## src/rtl/fp_int_mac_seq.sv

```systemverilog
// fp_int_mac_seq: walks one fp_int_mac unit through a dot product of
// FP16 activations and INT4 weights. Each completed MAC result is fed
// back as the accumulator (and aligned exponent) for the next element.
// The final accumulator is returned over a valid/ready result port, and
// a MAC that never signals done is abandoned after MAC_TIMEOUT+1 WAIT cycles.
module fp_int_mac_seq #(
    parameter int ACT_WIDTH   = 16,
    parameter int W_WIDTH     = 4,
    parameter int ACC_WIDTH   = 32,
    parameter int LEN_WIDTH   = 8,
    parameter int MAC_TIMEOUT = 16
) (
    input  logic                 clk,
    input  logic                 rst,
    input  logic                 cmd_valid,
    output logic                 cmd_ready,
    input  logic [LEN_WIDTH-1:0] cmd_len,
    input  logic [4:0]           cmd_exp_min,
    input  logic [ACC_WIDTH-1:0] cmd_acc_init,
    input  logic                 in_valid,
    output logic                 in_ready,
    input  logic [ACT_WIDTH-1:0] in_act,
    input  logic [W_WIDTH-1:0]   in_weight,
    output logic                 mac_start,
    output logic [ACT_WIDTH-1:0] mac_activation,
    output logic [W_WIDTH-1:0]   mac_weight,
    output logic [4:0]           mac_exp_min,
    output logic [ACC_WIDTH-1:0] mac_acc,
    input  logic [4:0]           mac_exp_out,
    input  logic [ACC_WIDTH-1:0] mac_out,
    input  logic                 mac_done,
    output logic                 res_valid,
    input  logic                 res_ready,
    output logic [ACC_WIDTH-1:0] res_acc,
    output logic [4:0]           res_exp,
    output logic [LEN_WIDTH-1:0] res_count,
    output logic                 res_err,
    output logic                 busy
);

    localparam int TMR_WIDTH = $clog2(MAC_TIMEOUT + 1);
    localparam logic [TMR_WIDTH-1:0] TMR_LIMIT = TMR_WIDTH'(MAC_TIMEOUT);

    localparam logic [2:0] IDLE   = 3'd0;
    localparam logic [2:0] FETCH  = 3'd1;
    localparam logic [2:0] ISSUE  = 3'd2;
    localparam logic [2:0] WAIT   = 3'd3;
    localparam logic [2:0] RESULT = 3'd4;

    logic [2:0]           state_q, state_d;
    logic [LEN_WIDTH-1:0] remaining_q, remaining_d;
    logic [LEN_WIDTH-1:0] count_q, count_d;
    logic [ACC_WIDTH-1:0] acc_q, acc_d;
    logic [4:0]           exp_q, exp_d;
    logic                 err_q, err_d;
    logic [ACT_WIDTH-1:0] act_q, act_d;
    logic [W_WIDTH-1:0]   weight_q, weight_d;
    logic [TMR_WIDTH-1:0] timer_q, timer_d;
    logic                 cmd_ready_q;

    // Next-state logic: command latch, operand fetch, MAC capture with
    // feedback, and the WAIT watchdog (done wins over timeout in the same cycle).
    always_comb begin
        state_d     = state_q;
        remaining_d = remaining_q;
        count_d     = count_q;
        acc_d       = acc_q;
        exp_d       = exp_q;
        err_d       = err_q;
        act_d       = act_q;
        weight_d    = weight_q;
        timer_d     = timer_q;
        case (state_q)
            IDLE: begin
                if (cmd_valid && cmd_ready_q) begin
                    remaining_d = cmd_len;
                    exp_d       = cmd_exp_min;
                    acc_d       = cmd_acc_init;
                    count_d     = '0;
                    err_d       = 1'b0;
                    state_d     = (cmd_len == '0) ? RESULT : FETCH;
                end
            end
            FETCH: begin
                if (in_valid) begin
                    act_d    = in_act;
                    weight_d = in_weight;
                    state_d  = ISSUE;
                end
            end
            ISSUE: begin
                timer_d = '0;
                state_d = WAIT;
            end
            WAIT: begin
                if (mac_done) begin
                    acc_d   = mac_out;
                    exp_d   = mac_exp_out;
                    count_d = count_q + 1'b1;
                    if (remaining_q != '0) begin
                        remaining_d = remaining_q - 1'b1;
                    end
                    state_d = (remaining_q <= LEN_WIDTH'(1)) ? RESULT : FETCH;
                end else if (timer_q == TMR_LIMIT) begin
                    err_d   = 1'b1;
                    state_d = RESULT;
                end else begin
                    timer_d = timer_q + 1'b1;
                end
            end
            RESULT: begin
                if (res_ready) begin
                    state_d = IDLE;
                end
            end
            default: state_d = IDLE;
        endcase
    end

    // State registers; reset clears everything so a late MAC done finds IDLE.
    always_ff @(posedge clk or posedge rst) begin
        if (rst) begin
            state_q     <= IDLE;
            remaining_q <= '0;
            count_q     <= '0;
            acc_q       <= '0;
            exp_q       <= '0;
            err_q       <= 1'b0;
            act_q       <= '0;
            weight_q    <= '0;
            timer_q     <= '0;
            cmd_ready_q <= 1'b0;
        end else begin
            state_q     <= state_d;
            remaining_q <= remaining_d;
            count_q     <= count_d;
            acc_q       <= acc_d;
            exp_q       <= exp_d;
            err_q       <= err_d;
            act_q       <= act_d;
            weight_q    <= weight_d;
            timer_q     <= timer_d;
            cmd_ready_q <= (state_d == IDLE);
        end
    end

    assign cmd_ready      = cmd_ready_q;
    assign in_ready       = (state_q == FETCH);
    assign mac_start      = (state_q == ISSUE);
    assign res_valid      = (state_q == RESULT);
    assign busy           = (state_q != IDLE);
    assign mac_activation = act_q;
    assign mac_weight     = weight_q;
    assign mac_acc        = acc_q;
    assign mac_exp_min    = exp_q;
    assign res_acc        = acc_q;
    assign res_exp        = exp_q;
    assign res_count      = count_q;
    assign res_err        = err_q;

endmodule
```

## config.mk

```make
export PLATFORM = sky130hd
export DESIGN_NAME = fp_int_mac_seq
export DESIGN_NICKNAME = d
export VERILOG_FILES = /design/src/rtl/fp_int_mac_seq.sv
export SDC_FILE = /design/constraint.sdc
export NUM_CORES = 1
export LEC_CHECK = 0
export CAP_MARGIN = 20
export CORE_MARGIN = 1.5
export CORE_UTILIZATION = 45
export CTS_BUF_LIST = sky130_fd_sc_hd__clkbuf_8
export CTS_CLUSTER_SIZE = 25
export DETAILED_ROUTE_END_ITERATION = 6
export PLACE_DENSITY = 0.95
export RECOVER_POWER = 50
export SYNTH_ARGS = -nofsm -noshare
export SYNTH_HDL_FRONTEND = slang
export SYNTH_SLANG_ARGS = --single-unit
```

## constraint.sdc

```tcl
create_clock -name clk -period 6.2 [get_ports clk]
set_input_delay 1.24 -clock clk [delete_from_list [all_inputs] [get_ports clk]]
set_output_delay 1.24 -clock clk [all_outputs]
set_load 0.01 [all_outputs]
```

==> results of run 1 <==
==> per-layer routing <==
metal	routed length, um	up-vias	share of wire, %
met4	180	0	1.5
met1	4990	1939	40
met3	719	18	5.8
li1	-	1879	-
met5	0	-	0
met2	6490	174	52
==> worst register-to-register path, stage by stage, from the launching register on <==
cell      delay (ps)
dfrtp_1          540
nand3_1          250
a21oi_4          870
buf_4            540
a31oi_1          130
nand2b_1         160
==> cells in the mapped netlist (all sizes together) (4+ instances only) <==
| master | count | share of area, % |
|---|---|---|
| mux2 | 21 | 5.5 |
| ha | 6 | 1.8 |
| nand2b | 5 | 0.73 |
| a31oi | 44 | 6.4 |
| nand2 | 84 | 7.4 |
| o2bb2ai | 6 | 1.2 |
| buf | 54 | 8.5 |
| or3 | 4 | 0.70 |
| a21oi | 9 | 1.1 |
| nor2 | 49 | 4.3 |
| inv | 8 | 0.70 |
| dfrtp | 83 | 49 |
| clkbuf | 11 | 0.96 |
| nor3 | 6 | 0.70 |
| o21ai | 8 | 0.94 |
| nand3 | 7 | 0.82 |
==> metrics by stage <==
| stage | area (um2) | cells |
|---|---|---|
| finish | 6440 | 754 |
| global route | 6440 | 754 |
| CTS | 6410 | 752 |
| detailed placement | 6230 | 736 |
| global placement | 6230 | 736 |
| floorplan | 4280 | 454 |
==> power breakdown <==
| group | internal (mW) | switching, mW | leakage, nW | total (mW) |
|---|---|---|---|---|
| registers | 0.782 | 0.206 | 0.983 | 0.988 |
| clock network | 0.152 | 0.210 | 0.0950 | 0.362 |
| logic | 0.835 | 0.743 | 1.52 | 1.58 |
==> layout make-up <==
| cell class | instances | share of cell area, % |
|---|---|---|
| tap | 129 | 2.51 |
| sequential | 83 | 32.3 |
| timing repair buffer | 220 | 34.2 |
| clock buffer | 9 | 1.92 |
| inverter | 8 | 0.486 |
| multi-input combinational | 298 | 27.7 |
| clock inverter | 7 | 0.894 |
==> state kept, by name, summed over array words and instances, names as in the netlist <==
name,count
cmd_ready,1
res_count,8
state_q,3
mac_weight,4
mac_exp_min,5
remaining_q,8
mac_acc,32
res_err,1
mac_activation,16
timer_q,5
==> final timing paths <==
check | to | from
setup / recovery | remaining_q[0]$_DFFE_PP0P_ | mac_done
setup reg to reg | remaining_q[0]$_DFFE_PP0P_ | state_q[1]$_DFF_PP0_
min in group asynchronous | mac_activation[2]$_DFFE_PP0P_ | rst
hold / removal | res_count[7]$_DFFE_PP0P_ | res_count[7]$_DFFE_PP0P_
max in group asynchronous | res_count[2]$_DFFE_PP0P_ | rst
hold reg to reg | res_count[7]$_DFFE_PP0P_ | res_count[7]$_DFFE_PP0P_
==> logic make-up (layout without fill, tap and decap cells) <==
kind of cell             count (synthesis)  count (layout)  share of synthesized area [%]
AO/OA/AOI/OAI                           87              87                           13.6
adder cells (fa/ha/maj)                  6               6                           1.75
buffers and inverters                   73             244                           10.2
multiplexers                            21              21                           5.52
flip-flops                              83              83                           48.5
AND/OR/NAND/NOR                        178             178                           19.3
XOR/XNOR                                 6               6                           1.23
==> flow_summary.ini, run 1 <==
[run_status]
status = finished, violations left
violations = capacitance limit, slew limit

[sta]
setup_violations = 0
worst_pin_slew_ps = 1980
setup_ws_ps = 2370
fin_skew_ps = 19.2
tns_ps = 0
maxSlewHeadroom_pct = -31.9
max_freq_mhz = 261
fin_crit_sh_pct = 61.8
rsz0062_at_grt = no
finalHoldViolCount = 0
holdWs_ps = 478
maxSlewViolCount = 34
fin_crit_ps = 3830

[placement]
hpwlAfterDp_mm = 9.06
pre_cts_ws_ps = 2150
gp_congestion = 0.866
io_buffers = 215

[layout]
layout_common_cells = clkdlybuf4s50_1 (162), nand2_1 (84), dfrtp_1 (83), dlygate4sd3_1 (53), nor2_1 (49)
regArea_um2 = 2080
n_fill_cell = 667
drive_above_1_share_pct = 8.00
area_delta_synth_final_pct = 50.3
nNetsFinal = 734
layout_commonest_cell = clkdlybuf4s50_1
antennaDiodeCount = 0
post-route-util_pct = 69.7
multiInputGateArea_um2 = 1780

[yosys]
syn-cell-area_um2 = 4280
synth_edf_count = 0
async_flop_share_pct = 100
avgSynthCellArea_um2 = 9.43
synth_ff_type = dfrtp_1
yosysWarnings = 0
ys_seq_elements = 83
synth_fp_nets = 568
synthCells = 454
synth_cell_types = 51
ys_seq_area_share_pct = 48.5

[global_route]
use_met2_pct = 44.4
grt_max_degree = 84
met1_usage_pct = 28.7
grt.total_usage_pct = 24.2
use_met3_pct = 4.72
grt_pass1_vias = 3948
grt_first_pass_wirelength_mm = 19.4
grt_overflow_total = 0
grt.busiest_layer = met2
antenna_found_initial = 0

[clock_tree]
cts-buffers-inserted = 9
clock_sinks = 83
cts_tree = yes
clock_path_buffers = 2
post_cts_resize_count = 0
cts_root_buffer = clkbuf_8
path_clk_slew_ps = 90
htree_levels = 3
post_cts_buffers = 0
ctsHoldBuffers = 0
clk_latency_ps = 350

[floorplanning]
die_x_um = 101
core_um2 = 9240
die_h_um = 101
design.die.area_um2 = 10100
num_rows = 35
ioPinCount = 216
start_util_pct = 46.3

[flow_run]
drv_cap = 1

[pwr]
leakagePower_nw = 2.60
peakVddDrop_mv = 0.204
total_power_mw = 2.93
power_density_nw_per_um2 = 455

[setup_path]
crit_buf_inv = 2
arrival_ps = 4050
crit_type = in2reg
crit_path_end_kind = flop
crit_path_max_fanout = 44
cpLargestDelayFamily = buffers and inverters
r2r_setup_slack_ps = 3580
reg2reg_depth = 5
slowest_stage = a21oi_4
path_depth = 6
cpPeakStageDelay_ps = 870
critPathRequiredTime_ps = 6420
cp_cell_sequence = dlygate4sd3_1 -> nand3_1 -> a21oi_4 -> buf_4 -> a31oi_1 -> nand2b_1
start_kind = primary input

[drt]
ant_nets = 0
dr.pass1.iters = 4
dr.first_iter.drc_count = 149
drt-vias-per-instance = 5.32
wl_mm = 12.4
routed-via-count = 4010
avgRoutedWirePerCell_um = 16.4
drc = 0

[hold_path]
hp-class = reg2reg
min_delay_path_depth = 1
(Power assumes the default switching activity.)
==> run 2, diff against run 1 <==
CORE_UTILIZATION = 42   (was 45)
PLACE_DENSITY = 0.92   (was 0.95)
clock period = 4 ns   (was 6.2 ns; I/O delays follow)
==> flow_summary.ini, run 2 (synthesized netlist as in run 1, its figures left out) <==
[run_status]
status = finished, violations left
violations = capacitance limit, slew limit

[global_route]
grt_max_degree = 54
antenna_found_initial = 0
use_met2_pct = 41.9
grt_pass1_vias = 4089
met1_usage_pct = 24.7
grt.busiest_layer = met2
grt_overflow_total = 0
grt.total_usage_pct = 22.2
grt_first_pass_wirelength_mm = 19.7
use_met3_pct = 3.95

[clock_tree]
cts_root_buffer = clkbuf_8
htree_levels = 3
cts_tree = yes
post_cts_resize_count = 0
clk_latency_ps = 360
post_cts_buffers = 0
path_clk_slew_ps = 80
clock_sinks = 83
clock_path_buffers = 2
ctsHoldBuffers = 0
cts-buffers-inserted = 9

[hold_path]
min_from = remaining_q[7]$_DFFE_PP0P_
hp-class = reg2reg
worstHoldEndpoint = remaining_q[7]$_DFFE_PP0P_
min_delay_path_depth = 1

[sta]
maxSlewViolCount = 51
worst_pin_slew_ps = 2250
finalHoldViolCount = 0
fin_crit_ps = 2990
maxSlewHeadroom_pct = -50.7
max_freq_mhz = 334
rsz0062_at_grt = no
fin_skew_ps = 11.9
holdWs_ps = 503
tns_ps = 0
fin_crit_sh_pct = 74.7
setup_ws_ps = 1010
setup_violations = 0

[setup_path]
start_kind = flop
r2r_setup_slack_ps = 1530
rr_startpoint = state_q[2]$_DFF_PP0_
crit_type = reg2out
r2r_end = remaining_q[5]$_DFFE_PP0P_
reg2reg_depth = 5
crit_path_end_kind = output port
arrival_ps = 2190
crit_path_max_fanout = 13
critPathRequiredTime_ps = 3200

[placement]
placed_cell_area_um2 = 6250
io_buffers = 215
gp_congestion = 0.872
pre_cts_ws_ps = 942
dp_cells = 742
hpwlAfterDp_mm = 9.00

[layout]
largest_register_ffs = 32
area_delta_synth_final_pct = 50.2
multiInputGateArea_um2 = 1780
n_fill_cell = 768
layout_commonest_cell = clkdlybuf4s50_1
drive_above_1_share_pct = 8.15
antennaDiodeCount = 0
post-route-util_pct = 65.5
layout_common_cells = clkdlybuf4s50_1 (163), nand2_1 (84), dfrtp_1 (83), dlygate4sd3_1 (52), nor2_1 (49)
regArea_um2 = 2080
stdcell_count = 759
nNetsFinal = 735
final_cell_area_um2 = 6430

[pwr]
total_power_mw = 4.49
peakVddDrop_mv = 0.341
leakagePower_nw = 2.60
power_density_nw_per_um2 = 699

[floorplanning]
die_x_um = 104
num_rows = 36
start_util_pct = 43.6
core_um2 = 9820
design.die.area_um2 = 10800
ioPinCount = 216
die_h_um = 104

[drt]
drc = 0
dr.pass1.iters = 4
drt-vias-per-instance = 5.32
routed-via-count = 4040
wl_mm = 12.0
avgRoutedWirePerCell_um = 15.8
dr.first_iter.drc_count = 160
ant_nets = 0

[flow_run]
drv_cap = 1
run 2: routing by layer:
layer  share of wire (%)  up-vias  routed length, um
met5                   0        -                  0
met4                 2.3        0                277
met3                 6.0       24                719
met2                  53      189               6350
met1                  39     1939               4640
li1                    -     1888                  -
run 2: critical path, cell delays in order (launching register included):
cell	delay, ps
dfrtp_1	520
or3b_2	520
inv_1	200
clkdlybuf4s50_1	590
run 2: how the worst max path moves through the flow:
stage                     slack, ps                         end  cells after the start                 start
after detailed placement        940  remaining_q[1]$_DFFE_PP0P_                      6              mac_done
after floorplan                1060         cmd_ready$_DFF_PP0_                      1                   rst
after global placement         1020  remaining_q[1]$_DFFE_PP0P_                      6              mac_done
final                          1010                   mac_start                      3  state_q[2]$_DFF_PP0_
after CTS                      1010                   mac_start                      3  state_q[2]$_DFF_PP0_
after global routing            900                   mac_start                      3  state_q[2]$_DFF_PP0_
run 2: final cells by class:
class / count / share of cell area (%)
Timing Repair Buffer: 221 / 34.1
Multi-Input combinational cell: 298 / 27.7
Clock inverter: 6 / 0.661
Inverter: 8 / 0.486
Tap cell: 133 / 2.59
Sequential cell: 83 / 32.3
Clock buffer: 10 / 2.14
run 2: power breakdown:
group	internal (mW)	switching (mW)	total, mW	leakage (nW)
clock	0.242	0.304	0.546	0.0936
combinational	1.29	1.13	2.42	1.52
sequential	1.21	0.315	1.53	0.983
